[config.mk]
export PLATFORM = sky130hd
export DESIGN_NAME = dm_access_sequencer
export DESIGN_NICKNAME = d
export VERILOG_FILES = /design/src/rtl/riscv_pkg.sv /design/src/rtl/dm_load_extend.sv /design/src/rtl/dm_access_sequencer.sv
export SDC_FILE = /design/constraint.sdc
export NUM_CORES = 1
export LEC_CHECK = 0
export CAP_MARGIN = 20
export CORE_ASPECT_RATIO = 0.9
export CORE_MARGIN = 10
export CORE_UTILIZATION = 50
export DETAILED_ROUTE_END_ITERATION = 8
export PLACE_DENSITY_LB_ADDON = 0.05
export SKIP_CTS_REPAIR_TIMING = 1
export SLEW_MARGIN = 40
export SYNTH_ARGS = -nofsm -noshare
export SYNTH_HDL_FRONTEND = slang
export SYNTH_SLANG_ARGS = --single-unit
[constraint.sdc]
create_clock -name clk -period 3.6 [get_ports clk]
set_clock_uncertainty 0.2 [all_clocks]
set_input_delay 0.54 -clock clk [delete_from_list [all_inputs] [get_ports clk]]
set_output_delay 0.54 -clock clk [all_outputs]
set_load 0.05 [all_outputs]
[src/rtl/riscv_pkg.sv]
// Shared load/store encodings and sequencer state type.
// Also holds small funct3 decode helpers.
package riscv_pkg;

  localparam logic [2:0] FUNCT3_BYTE       = 3'b000;
  localparam logic [2:0] FUNCT3_HALFWORD   = 3'b001;
  localparam logic [2:0] FUNCT3_WORD       = 3'b010;
  localparam logic [2:0] FUNCT3_BYTE_U     = 3'b100;
  localparam logic [2:0] FUNCT3_HALFWORD_U = 3'b101;

  typedef enum logic [1:0] {
    IDLE,
    BEAT0,
    BEAT1,
    RESP
  } seq_state_t;

  function automatic logic [2:0] size_bytes(input logic [2:0] f3);
    logic [2:0] s;
    s = 3'd4;
    unique case (1'b1)
      f3[1:0] == 2'b00: s = 3'd1;
      f3[1:0] == 2'b01: s = 3'd2;
      default:          s = 3'd4;
    endcase
    return s;
  endfunction

  function automatic logic [3:0] size_mask(input logic [2:0] f3);
    logic [3:0] m;
    m = 4'hF;
    unique case (1'b1)
      f3[1:0] == 2'b00: m = 4'h1;
      f3[1:0] == 2'b01: m = 4'h3;
      default:          m = 4'hF;
    endcase
    return m;
  endfunction

  function automatic logic funct3_bad(input logic [2:0] f3);
    return (f3 == 3'd3) || (f3 == 3'd6) || (f3 == 3'd7);
  endfunction

endpackage

[src/rtl/dm_load_extend.sv]
// Load data alignment: shifts merged beats down by the byte
// offset and sign/zero-extends according to funct3.
module dm_load_extend
  import riscv_pkg::*;
(
  input  logic [63:0] i_rd64,
  input  logic [1:0]  i_offset,
  input  logic [2:0]  i_funct3,
  output logic [31:0] o_rdata
);

  logic [63:0] w_sh;
  logic        w_unused;

  assign w_sh     = i_rd64 >> {i_offset, 3'b000};
  assign w_unused = ^w_sh[63:32];

  always_comb begin
    o_rdata = '0;
    unique case (1'b1)
      i_funct3 == FUNCT3_BYTE:
        o_rdata = {{24{w_sh[7]}}, w_sh[7:0]};
      i_funct3 == FUNCT3_HALFWORD:
        o_rdata = {{16{w_sh[15]}}, w_sh[15:0]};
      i_funct3 == FUNCT3_WORD:
        o_rdata = w_sh[31:0];
      i_funct3 == FUNCT3_BYTE_U:
        o_rdata = {24'b0, w_sh[7:0]};
      i_funct3 == FUNCT3_HALFWORD_U:
        o_rdata = {16'b0, w_sh[15:0]};
      default:
        o_rdata = '0;
    endcase
  end

endmodule

[src/rtl/dm_access_sequencer.sv]
// Data-memory access sequencer: one request at a time, split into
// one or two aligned word beats on the data bus.
module dm_access_sequencer
  import riscv_pkg::*;
#(
  parameter bit          ALLOW_MISALIGNED = 1'b1,
  parameter int unsigned TIMEOUT_CYCLES   = 255
) (
  input  logic        clk,
  input  logic        rstN,
  input  logic        reqValid,
  output logic        reqReady,
  input  logic        reqWrite,
  input  logic [31:0] reqAddr,
  input  logic [31:0] reqWData,
  input  logic [2:0]  reqFunct3,
  output logic        respValid,
  output logic        respErr,
  output logic [31:0] respRData,
  output logic [31:0] dataBusAddr,
  output logic [31:0] dataBusWriteData,
  output logic [3:0]  dataBusWriteMask,
  output logic        dataBusWriteEn,
  output logic        dataBusReadEn,
  input  logic [31:0] dataBusReadData,
  input  logic        dataBusAck
);

  seq_state_t r_state;
  seq_state_t w_stateNx;

  logic        r_write;
  logic [1:0]  r_off;
  logic [2:0]  r_funct3;
  logic        r_split;
  logic [63:0] r_wd64;
  logic [7:0]  r_mk8;
  logic [31:0] r_beat0Data;
  logic        r_err;
  logic [31:0] r_rdata;
  logic [31:0] r_cnt;
  logic [31:0] r_busAddr;
  logic [31:0] r_busWData;
  logic [3:0]  r_busMask;
  logic        r_busWe;
  logic        r_busRe;

  logic [1:0]  w_off;
  logic [2:0]  w_size;
  logic        w_split;
  logic        w_bad;
  logic [63:0] w_wd64;
  logic [7:0]  w_mk8;
  logic [63:0] w_rd64;
  logic [31:0] w_ext;
  logic [31:0] w_cntInc;
  logic        w_tout;
  logic        w_inBeat;

  logic w_accept;
  logic w_ldBeat0;
  logic w_ldBeat1;
  logic w_finish;
  logic w_abort;
  logic w_reject;

  assign w_off    = reqAddr[1:0];
  assign w_size   = size_bytes(reqFunct3);
  assign w_split  = ({1'b0, w_off} + w_size) > 3'd4;
  assign w_bad    = funct3_bad(reqFunct3)
                  || (w_split && !ALLOW_MISALIGNED);
  assign w_wd64   = {32'b0, reqWData} << {w_off, 3'b000};
  assign w_mk8    = {4'b0, size_mask(reqFunct3)} << w_off;

  assign w_inBeat = (r_state == BEAT0) || (r_state == BEAT1);
  assign w_cntInc = r_cnt + 32'd1;
  assign w_tout   = (TIMEOUT_CYCLES != 0)
                  && (w_cntInc == TIMEOUT_CYCLES);

  // Second beat arrives on top of the first in the merged word.
  assign w_rd64 = (r_state == BEAT1)
                ? {dataBusReadData, r_beat0Data}
                : {32'b0, dataBusReadData};

  dm_load_extend u_ext (
    .i_rd64   (w_rd64),
    .i_offset (r_off),
    .i_funct3 (r_funct3),
    .o_rdata  (w_ext)
  );

  always_ff @(posedge clk or negedge rstN) begin
    if (!rstN) r_state <= IDLE;
    else       r_state <= w_stateNx;
  end

  always_comb begin
    w_stateNx = r_state;
    w_accept  = 1'b0;
    w_ldBeat0 = 1'b0;
    w_ldBeat1 = 1'b0;
    w_finish  = 1'b0;
    w_abort   = 1'b0;
    w_reject  = 1'b0;
    unique case (r_state)
      IDLE: begin
        if (reqValid) begin
          w_accept = 1'b1;
          if (w_bad) begin
            w_stateNx = RESP;
            w_reject  = 1'b1;
          end else begin
            w_stateNx = BEAT0;
            w_ldBeat0 = 1'b1;
          end
        end
      end
      BEAT0, BEAT1: begin
        if (dataBusAck) begin
          if (r_state == BEAT0 && r_split) begin
            w_stateNx = BEAT1;
            w_ldBeat1 = 1'b1;
          end else begin
            w_stateNx = RESP;
            w_finish  = 1'b1;
          end
        end else if (w_tout) begin
          w_stateNx = RESP;
          w_abort   = 1'b1;
        end
      end
      RESP:    w_stateNx = IDLE;
      default: w_stateNx = IDLE;
    endcase
  end

  always_ff @(posedge clk or negedge rstN) begin
    if (!rstN) begin
      r_write     <= 1'b0;
      r_off       <= '0;
      r_funct3    <= '0;
      r_split     <= 1'b0;
      r_wd64      <= '0;
      r_mk8       <= '0;
      r_beat0Data <= '0;
      r_err       <= 1'b0;
      r_rdata     <= '0;
      r_cnt       <= '0;
      r_busAddr   <= '0;
      r_busWData  <= '0;
      r_busMask   <= '0;
      r_busWe     <= 1'b0;
      r_busRe     <= 1'b0;
    end else begin
      if (w_accept) begin
        r_write  <= reqWrite;
        r_off    <= w_off;
        r_funct3 <= reqFunct3;
        r_split  <= w_split;
        r_wd64   <= w_wd64;
        r_mk8    <= w_mk8;
      end
      if (w_ldBeat0) begin
        r_busAddr  <= {reqAddr[31:2], 2'b00};
        r_busWData <= w_wd64[31:0];
        r_busMask  <= reqWrite ? w_mk8[3:0] : 4'b0;
        r_busWe    <= reqWrite;
        r_busRe    <= !reqWrite;
        r_cnt      <= '0;
      end
      if (w_ldBeat1) begin
        r_beat0Data <= dataBusReadData;
        r_busAddr   <= r_busAddr + 32'd4;
        r_busWData  <= r_wd64[63:32];
        r_busMask   <= r_write ? r_mk8[7:4] : 4'b0;
        r_cnt       <= '0;
      end else if (w_inBeat && !dataBusAck) begin
        r_cnt <= w_cntInc;
      end
      if (w_finish || w_abort || w_reject) begin
        r_busWe <= 1'b0;
        r_busRe <= 1'b0;
        r_err   <= w_abort || w_reject;
        r_rdata <= (w_finish && !r_write) ? w_ext : 32'b0;
      end
    end
  end

  assign reqReady         = (r_state == IDLE);
  assign respValid        = (r_state == RESP);
  assign respErr          = respValid && r_err;
  assign respRData        = r_rdata;
  assign dataBusAddr      = r_busAddr;
  assign dataBusWriteData = r_busWData;
  assign dataBusWriteMask = r_busMask;
  assign dataBusWriteEn   = r_busWe;
  assign dataBusReadEn    = r_busRe;

endmodule
==> PnR_summary.wiki, run 1 <==
{| class="wikitable"
! Metric !! Value
|-
| # rows || 52
|-
| Post-placement worst setup slack || 0.439 ns
|-
| Period minus WS final || 3.18 ns
|-
| Min-Delay Startpoint || r_beat0Data[0]
|-
| Final RePlAce weighted congestion || 0.891
|-
| Buffer cell driving the clock tree root || clkbuf_16
|-
| Vias || 10,776
|-
| Kind of critical path || flop to flop
|-
| Final number of hold-violating endpoints || 0
|-
| Max frequency || 0.314 GHz
|-
| Overall fraction of global-route tracks in use || 0.231
|-
| Simple-gate portion of the synthesized area || 0.195
|-
| Total area of multi-input combinational cells || 6070 um^2
|-
| Total count of max-transition violations in the final report || 0
|-
| Share of layout cells above drive strength 1 || 0.0869
|-
| Minimum setup slack in the final design || 0.416 ns
|-
| Number of filler instances in the final layout || 1,916
|-
| Cell Area, Synth || 11,600 um^2
|-
| Critical Path RT || 3.77 ns
|-
| Launching element type of the critical path || flop
|-
| Reg-to-reg startpoint || r_cnt[0]
|-
| Clock-pin transition on the worst setup and hold timing paths || 0.06 ns
|-
| Initial core utilization || 0.511
|-
| Detailed placement HPWL || 24.9 mm
|-
| Distinct cells, synth || 72
|-
| Wire length of the first global-routing pass || 57.5 mm
|-
| Number of sinks driven by the clock tree || 201
|-
| Number of detailed-route iterations in the first pass || 5
|-
| Setup repair after global routing missed its margin || no
|-
| TNS Setup || 0 ns
|-
| Synthesized instance count || 1,307
|-
| Pin count of the biggest net entering global routing || 80
|-
| Post-synthesis share of cell area spent on xor and xnor gates || 0.00530
|-
| Initial antenna violation count || 3
|-
| Most common cell after layout, fill and taps aside || nand2_1
|-
| Max H-tree Level || 1
|-
| Post-synthesis adder-cell area fraction || 0.0125
|-
| Setup-violating endpoint count in the final report || 0
|-
| Worst Max-Slew Pin Slew || 0.810 ns
|-
| Period utilization || 0.884
|-
| Compound-gate portion of the synthesized area || 0.203
|-
| Die width || 180 um
|-
| Sw power || 0.00538 W
|-
| Total Routed Length || 35.3 mm
|-
| Classification of the worst-slack hold path || flop to flop
|-
| Async set-reset flop share out of synthesis || 1.00
|-
| Reg power frac || 0.318
|-
| P_int || 0.00653 W
|-
| Syn-to-layout area delta || 27.5%
|-
| Leading register cell type out of synthesis || dfrtp_1
|-
| Combinational family with the most area after synthesis || compound AO/OA/AOI/OAI gates
|-
| Remaining number of nets flagged by the antenna check after routing || 0
|-
| Power density over cell area || 807 nW/um^2
|-
| Number of port buffers || 206
|-
| Critical path startpoint || r_cnt[0]
|-
| Final global-route overflow total || 0
|-
| Via-to-Cell Ratio || 5.97
|-
| Part of the Yosys area used for sequential elements || 0.435
|-
| Fraction of power consumed by the clock network || 0.190
|-
| Maximum number of buffers from clock root to sink || 3
|-
| Peak supply drop || 0.000592 V
|-
| Chip height || 164 um
|-
| Max-Cap Viols || 0
|-
| Synthesized area per cell || 8.85 um^2
|-
| Status || complete, no violations
|-
| Number of synthesized flops with an enable pin || 0
|-
| Critical-path maximum fanout || 11
|-
| Data arrival time of the worst path || 3.36 ns
|-
| Mux share of post-synthesis cell area || 0.107
|-
| DIE AREA || 29,600 um^2
|-
| Number of remaining DRC errors || 0
|-
| Switching power share of the total || 0.452
|-
| Core footprint || 22,600 um^2
|-
| DRT iter0 DRCs || 899
|-
| Combinational share of power || 0.492
|-
| Clock insertion delay at the later pin of the skew report || 0.52 ns
|-
| Average detailed-routed wire length per instance || 19.6 um
|-
| Type of element capturing the critical path || flop
|-
| Storage cell area || 5030 um^2
|-
| Final layout net count || 1,609
|-
| Top library cells by usage in the layout, fill and taps aside || nand2_1 (215), clkdlybuf4s50_1 (204), dfrtp_1 (200), nor2_1 (135), o21ai_0 (114)
|-
| CTS buffer count || 23
|-
| Number of warnings reported in the yosys synthesis log || 0
|-
| Worst slew slack as a fraction of its limit || 0.458
|-
| Post-synthesis sequential element count || 201
|-
| TritonCTS clock tree || yes
|-
| Cell leakage power || 6.32 nW
|-
| Total power after layout || 0.0119 W
|-
| Number of placed I/O pins || 209
|-
| Vias in the first global route || 10,652
|}
-- power by group through the flow --
stage / registers (W) / clock network [W] / logic [W]
4_1_cts: 0.00378 / 0.00231 / 0.00589
3_5_place_dp: 0.00379 / 0 / 0.00587
5_1_grt: 0.00390 / 0.00240 / 0.00630
3_3_place_gp: 0.00377 / 0 / 0.00571
6_report: 0.00379 / 0.00227 / 0.00586
2_1_floorplan: 0.00517 / 0 / 0.00246
-- flip-flops by register name, summed over array words and instances, names as in the netlist, 2 cells and up --
| signal | flops |
|---|---|
| dataBusWriteData | 32 |
| dataBusAddr | 30 |
| dataBusWriteMask | 4 |
| r_mk8 | 3 |
| r_beat0Data | 32 |
| r_funct3 | 3 |
| r_off | 2 |
| r_state | 2 |
| r_wd64 | 24 |
| respRData | 32 |
| r_cnt | 32 |
-- through the flow --
step	hold slack, ns	util	std cells	cell area [um^2]
2_1_floorplan	0.0444	-	1308	11600
3_3_place_gp	0.261	0.619	1763	14000
3_5_place_dp	0.261	0.620	1765	14000
4_1_cts	-0.102	0.651	1804	14700
5_1_grt	0.295	0.652	1805	14800
6_report	0.275	0.652	1806	14800
-- synthesized netlist by cell type (all sizes together) (4+ instances only) --
library cell	n	area, um^2
clkbuf	68	258
nand2	215	807
nor2	137	517
a21oi	97	485
nand4	23	150
nor4	8	80.1
mux4	8	180
o21ai	114	571
nor3	27	146
inv	17	63.8
o21a	9	67.6
and4	11	96.3
a31oi	9	56.3
ha	10	125
a211oi	13	97.6
mux2	13	146
a221o	10	100
a22oi	7	52.6
or4	5	37.5
o31ai	9	67.6
a22o	18	158
o22ai	16	100
o2bb2ai	25	219
or3	5	31.3
nand3	24	138
xnor2	4	35.0
and2	6	37.5
buf	31	168
and3	23	144
dfrtp	201	5030
mux2i	91	911
o211ai	6	55.1
a311oi	9	78.8
-- final timing paths --
kind,end,slack (ns),cells past startpoint
max,respRData[0],0.42,12
min,r_beat0Data[0],0.28,2
max reg2reg,respRData[0],0.42,12
min reg2reg,r_beat0Data[0],0.28,2
max in group asynchronous,respRData[29],1.91,3
min in group asynchronous,r_cnt[14],0.42,2
-- worst max-delay path, stage by stage (launching register included) --
cell and delay, ns:
dfrtp_1 0.42, ha_1 0.24, nand3_2 0.15, nor4_4 0.07, buf_12 0.15, or4_1 0.46
a2111oi_4 0.33, nand4_2 0.18, nor4_4 0.26, nor3_4 0.11, buf_6 0.18, buf_4 0.15
o2bb2ai_1 0.12
-- final cells by class --
class | count | area share
diodes | 1 | 0.000170
clock buffers | 33 | 0.0443
clock inverters | 6 | 0.00399
inverters | 18 | 0.00458
multi-input cells | 990 | 0.411
flip-flops and latches | 201 | 0.341
well taps | 297 | 0.0252
repair buffers | 260 | 0.169
-- cells by family after synthesis --
logic type      after synthesis
fa+ha+maj                    11
buf+inv                     117
xor+xnor                      7
other cells                   1
simple gates                494
compound gates              364
mux                         112
flops                       201
-- per-layer routing --
| layer | part of all wire | GRT usage |
|---|---|---|
| met5 | 0.00025 | 0 |
| met2 | 0.45 | 0.359 |
| met4 | 0.020 | 0.0540 |
| met1 | 0.44 | 0.316 |
| met3 | 0.088 | 0.0638 |
(Power assumes the default switching activity.)
==> run 2: changes to the inputs <==
SLEW_MARGIN = 10   (was 40)
==> PnR_summary.wiki, run 2 (synthesized netlist as in run 1, its figures left out) <==
{| class="wikitable"
! Metric !! Value
|-
| TNS Setup || 0 ns
|-
| Number of standard cells in the final layout excluding fillers || 1,808
|-
| Final global-route overflow total || 0
|-
| Final RePlAce weighted congestion || 0.891
|-
| Initial core utilization || 0.511
|-
| Detailed placement HPWL || 24.8 mm
|-
| Peak supply drop || 0.000537 V
|-
| Share of layout cells above drive strength 1 || 0.0907
|-
| Max-Cap Viols || 0
|-
| Busiest grt layer || met2
|-
| Kind of critical path || flop to flop
|-
| Pin count of the biggest net entering global routing || 80
|-
| Vias || 10,722
|-
| Clock insertion delay at the later pin of the skew report || 0.52 ns
|-
| Worst setup slack for register-to-register paths || 0.36 ns
|-
| Met1 track demand over resource || 0.318
|-
| Remaining number of nets flagged by the antenna check after routing || 0
|-
| Number of port buffers || 206
|-
| Cells along the critical path || ha_1, nand3_2, nor4_4, buf_12, or4_1, a2111oi_4, nand4_2, nor4_4, nor3_4, buf_8, buf_4, o2bb2ai_1
|-
| Max H-tree Level || 1
|-
| Vias in the first global route || 10,568
|-
| Maximum number of buffers from clock root to sink || 3
|-
| Final layout net count || 1,608
|-
| Number of remaining DRC errors || 0
|-
| Classification of the worst-slack hold path || flop to flop
|-
| Post-layout util || 0.656
|-
| Placed instance count || 1,763
|-
| Via-to-Cell Ratio || 5.93
|-
| Placed Instance Area || 14,000 um^2
|-
| DRT iter0 DRCs || 887
|-
| Final-layout worst hold slack || 0.274 ns
|-
| Total count of max-transition violations in the final report || 0
|-
| Die width || 180 um
|-
| Period utilization || 0.901
|-
| TritonCTS clock tree || yes
|-
| Number of sinks driven by the clock tree || 201
|-
| Worst path slowest cell || or4_1
|-
| # rows || 52
|-
| Overall fraction of global-route tracks in use || 0.231
|-
| Setup-violating endpoint count in the final report || 0
|-
| Launching element type of the critical path || flop
|-
| Cell leakage power || 6.37 nW
|-
| Status || complete, no violations
|-
| Number of filler instances in the final layout || 1,871
|-
| Crit-path max cell delay || 0.46 ns
|-
| Wire length of the first global-routing pass || 57.5 mm
|-
| Total Routed Length || 35.4 mm
|-
| Worst Max-Slew Pin Slew || 0.781 ns
|-
| Fin area || 14,900 um^2
|-
| Power density over cell area || 820 nW/um^2
|-
| Number of placed I/O pins || 209
|-
| Critical-path maximum fanout || 17
|-
| Data arrival time of the worst path || 3.43 ns
|-
| Period minus WS final || 3.24 ns
|-
| DIE AREA || 29,600 um^2
|-
| Setup repair after global routing missed its margin || no
|-
| CTS buffer count || 23
|-
| Worst slew slack as a fraction of its limit || 0.477
|-
| Critical Path RT || 3.78 ns
|-
| Initial antenna violation count || 3
|-
| Crit-path most repeated cell || nor4_4
|-
| Chip height || 164 um
|-
| Global Route met2 Usage || 0.362
|-
| Type of element capturing the critical path || flop
|-
| Number of detailed-route iterations in the first pass || 5
|-
| Max frequency || 0.308 GHz
|-
| Buffer cell driving the clock tree root || clkbuf_16
|-
| Top library cells by usage in the layout, fill and taps aside || nand2_1 (215), clkdlybuf4s50_1 (204), dfrtp_1 (200), nor2_1 (135), o21ai_0 (114)
|-
| Clock-pin transition on the worst setup and hold timing paths || 0.06 ns
|-
| Average detailed-routed wire length per instance || 19.6 um
|-
| Final number of hold-violating endpoints || 0
|-
| Core footprint || 22,600 um^2
|-
| Met3 track demand over resource || 0.0601
|-
| Syn-to-layout area delta || 28.5%
|-
| Most common cell after layout, fill and taps aside || nand2_1
|}
run 2: area by class of cell:
| cell class | count | area [um^2] | area share |
|---|---|---|---|
| clock inverters | 11 | 161 | 0.0109 |
| well taps | 297 | 372 | 0.0250 |
| repair buffers | 259 | 2490 | 0.168 |
| flip-flops and latches | 201 | 5030 | 0.338 |
| diodes | 1 | 2.50 | 0.000168 |
| inverters | 18 | 67.6 | 0.00455 |
| multi-input cells | 990 | 6070 | 0.408 |
| clock buffers | 31 | 666 | 0.0448 |
run 2: report_power, final:
group          internal (W)  total (W)  switching, W
combinational       0.00213    0.00584       0.00371
clock               0.00158    0.00256      0.000977
sequential          0.00306    0.00378      0.000718
run 2: through the flow:
stage	worst slack [ns]	total power, W
after floorplan	0.709	0.00763
after CTS	0.128	0.0122
final	0.357	0.0122
after global routing	0.131	0.0129
after detailed placement	0.129	0.00957
after global placement	0.221	0.00947
run 2: routing by layer:
metal | vias up | wire length, um | share of wire
met5 | - | 13 | 0.00037
met4 | 2 | 622 | 0.018
met3 | 41 | 2710 | 0.076
met2 | 365 | 16100 | 0.45
met1 | 5221 | 16000 | 0.45
li1 | 5093 | - | -
run 2: path summary, 6_finish.rpt:
kind | depth (start not counted) | start | end
worst max-delay path | 12 | r_cnt[0] | respRData[0]
worst min-delay path | 2 | r_beat0Data[1] | r_beat0Data[1]
worst max register to register | 12 | r_cnt[0] | respRData[0]
worst min register to register | 2 | r_beat0Data[1] | r_beat0Data[1]
max in group asynchronous | 3 | rstN | r_beat0Data[28]
min in group asynchronous | 2 | rstN | r_cnt[15]
run 2: worst max-delay path: cells and delay by family (launching register included):
kind,cells,cell delay (ns)
AND/OR/NAND/NOR,6,1.27
adder cells (fa/ha/maj),1,0.24
AO/OA/AOI/OAI,2,0.46
buffers and inverters,3,0.52
flip-flops,1,0.42
==> run 3: changes to the inputs <==
CORE_UTILIZATION = 40   (was 50)
CTS_BUF_LIST = sky130_fd_sc_hd__clkbuf_8   (was not set)
clock period = 2.9 ns   (was 3.6 ns; I/O delays follow)
==> PnR_summary.wiki, run 3 (synthesized netlist as in run 1, its figures left out) <==
{| class="wikitable"
! Metric !! Value
|-
| Average detailed-routed wire length per instance || 19.6 um
|-
| Number of standard cells in the final layout excluding fillers || 1,981
|-
| Number of detailed-route iterations in the first pass || 5
|-
| Number of remaining DRC errors || 0
|-
| Remaining number of nets flagged by the antenna check after routing || 0
|-
| Min-Delay Startpoint || reqAddr[1]
|-
| Maximum number of buffers from clock root to sink || 3
|-
| Type of element capturing the critical path || flop
|-
| Crit-path max cell delay || 0.43 ns
|-
| Power density over cell area || 956 nW/um^2
|-
| Top library cells by usage in the layout, fill and taps aside || nand2_1 (215), clkdlybuf4s50_1 (202), dfrtp_1 (198), nor2_1 (135), buf_4 (131)
|-
| Vias in the first global route || 11,029
|-
| Reg-to-reg startpoint || r_cnt[0]
|-
| Initial antenna violation count || 4
|-
| End point of the worst hold path || r_mk8[5]
|-
| Overall fraction of global-route tracks in use || 0.210
|-
| Minimum setup slack in the final design || -0.190 ns
|-
| Storage cell area || 5030 um^2
|-
| Wire length of the first global-routing pass || 61.4 mm
|-
| Violated checks || negative setup slack
|-
| Classification of the worst-slack hold path || input pin to flop
|-
| Chip height || 181 um
|-
| Final layout net count || 1,709
|-
| Critical-path maximum fanout || 15
|-
| Clock-pin transition on the worst setup and hold timing paths || 0.06 ns
|-
| Data arrival time of the worst path || 3.28 ns
|-
| Max frequency || 0.324 GHz
|-
| Initial core utilization || 0.410
|-
| Total count of max-transition violations in the final report || 0
|-
| Vias || 11,075
|-
| Number of sinks driven by the clock tree || 201
|-
| Critical Path RT || 3.09 ns
|-
| Syn-to-layout area delta || 34.9%
|-
| Worst slew slack as a fraction of its limit || 0.327
|-
| Most common cell after layout, fill and taps aside || nand2_1
|-
| Number of port buffers || 206
|-
| Worst path slowest cell || or4_4
|-
| Share of layout cells above drive strength 1 || 0.154
|-
| Worst Max-Slew Pin Slew || 1.00 ns
|-
| Cells on worst reg2reg path || 12
|-
| Total area of multi-input combinational cells || 6130 um^2
|-
| Worst hold stages || 3
|-
| TritonCTS clock tree || yes
|-
| Number of filler instances in the final layout || 2,596
|-
| Launching element type of the critical path || flop
|-
| Kind of critical path || flop to flop
|-
| Cell leakage power || 6.87 nW
|-
| DRT iter0 DRCs || 751
|-
| Period minus WS final || 3.09 ns
|-
| Detailed placement HPWL || 27.8 mm
|-
| Setup-violating endpoint count in the final report || 35
|-
| Clock insertion delay at the later pin of the skew report || 0.57 ns
|-
| Final RePlAce weighted congestion || 0.864
|-
| Final global-route overflow total || 0
|-
| Die width || 199 um
|-
| Buffer cell driving the clock tree root || clkbuf_8
|-
| Pin count of the biggest net entering global routing || 74
|-
| Total Routed Length || 38.8 mm
|-
| Final number of hold-violating endpoints || 0
|-
| Placed instance count || 1,900
|-
| Status || finished, violations left
|-
| Peak supply drop || 0.00124 V
|-
| DIE AREA || 36,100 um^2
|-
| Period utilization || 1.07
|-
| Core footprint || 28,200 um^2
|-
| Setup repair after global routing missed its margin || yes
|-
| Crit-path most repeated cell || nor4_4
|-
| Worst setup slack for register-to-register paths || -0.19 ns
|-
| Number of placed I/O pins || 209
|-
| CTS buffer count || 37
|-
| Cells along the critical path || ha_2, nand3_2, nor4_4, buf_6, or4_4, a2111oi_4, nand4_2, nor4_4, buf_4, nor3_4, buf_12, o2bb2ai_1
|-
| Terminus of the critical flop-to-flop path || respRData[30]
|-
| Max-Cap Viols || 0
|-
| # rows || 58
|-
| Max H-tree Level || 2
|-
| Via-to-Cell Ratio || 5.59
|-
| TNS Setup || -4.73 ns
|}
[run 3: worst max-delay path, delay by kind of cell (launching register included)]
kind	cells	cell delay (ns)
AND/OR/NAND/NOR	6	1.13
buffers and inverters	3	0.53
AO/OA/AOI/OAI	2	0.44
flip-flops	1	0.42
adder cells (fa/ha/maj)	1	0.21
[run 3: worst max path at each step]
stage               startpoint        endpoint  slack [ns]  depth (start not counted)
detailed placement    r_cnt[0]  dataBusWriteEn       -0.29                          9
finish                r_cnt[0]   respRData[30]       -0.19                         12
global route         r_cnt[13]   respRData[28]       -0.31                         11
floorplan             r_cnt[0]   respRData[11]       0.009                         11
CTS                   r_cnt[0]   respRData[30]       -0.29                          9
global placement      r_cnt[0]  dataBusWriteEn       -0.21                          9
[run 3: routing by layer]
layer | vias to the layer above | global-route usage | part of all wire
li1 | 5317 | - | -
met5 | - | 0 | 0.00088
met2 | 330 | 0.316 | 0.45
met1 | 5365 | 0.289 | 0.46
met3 | 57 | 0.0580 | 0.071
met4 | 6 | 0.0512 | 0.017
[run 3: where the power goes]
group | leakage, nW | internal [W] | total (W) | switching (W)
clock network | 0.426 | 0.00148 | 0.00273 | 0.00125
logic | 3.84 | 0.00280 | 0.00748 | 0.00469
registers | 2.60 | 0.00380 | 0.00470 | 0.000899
total | 6.87 | 0.00807 | 0.0149 | 0.00684
[run 3: per-stage QoR]
| stage | instance area, um^2 | hold WS (ns) | setup WS [ns] | total power [W] | util |
|---|---|---|---|---|---|
| 5_1_grt | 15600 | 0.155 | -0.314 | 0.0158 | 0.553 |
| 3_3_place_gp | 14700 | 0.259 | -0.205 | 0.0121 | 0.520 |
| 2_1_floorplan | 11600 | -0.0606 | 0.00874 | 0.00947 | - |
| 6_report | 15600 | 0.116 | -0.190 | 0.0149 | 0.553 |
| 4_1_cts | 15400 | -0.311 | -0.294 | 0.0149 | 0.546 |
| 3_5_place_dp | 14700 | 0.266 | -0.295 | 0.0121 | 0.520 |
[run 3: final cells by class]
cell class | count | area share
diodes | 1 | 0.000160
clock buffers | 48 | 0.0423
clock inverters | 17 | 0.00457
inverters | 18 | 0.00433
multi-input cells | 991 | 0.393
flip-flops and latches | 201 | 0.323
well taps | 360 | 0.0289
repair buffers | 345 | 0.204
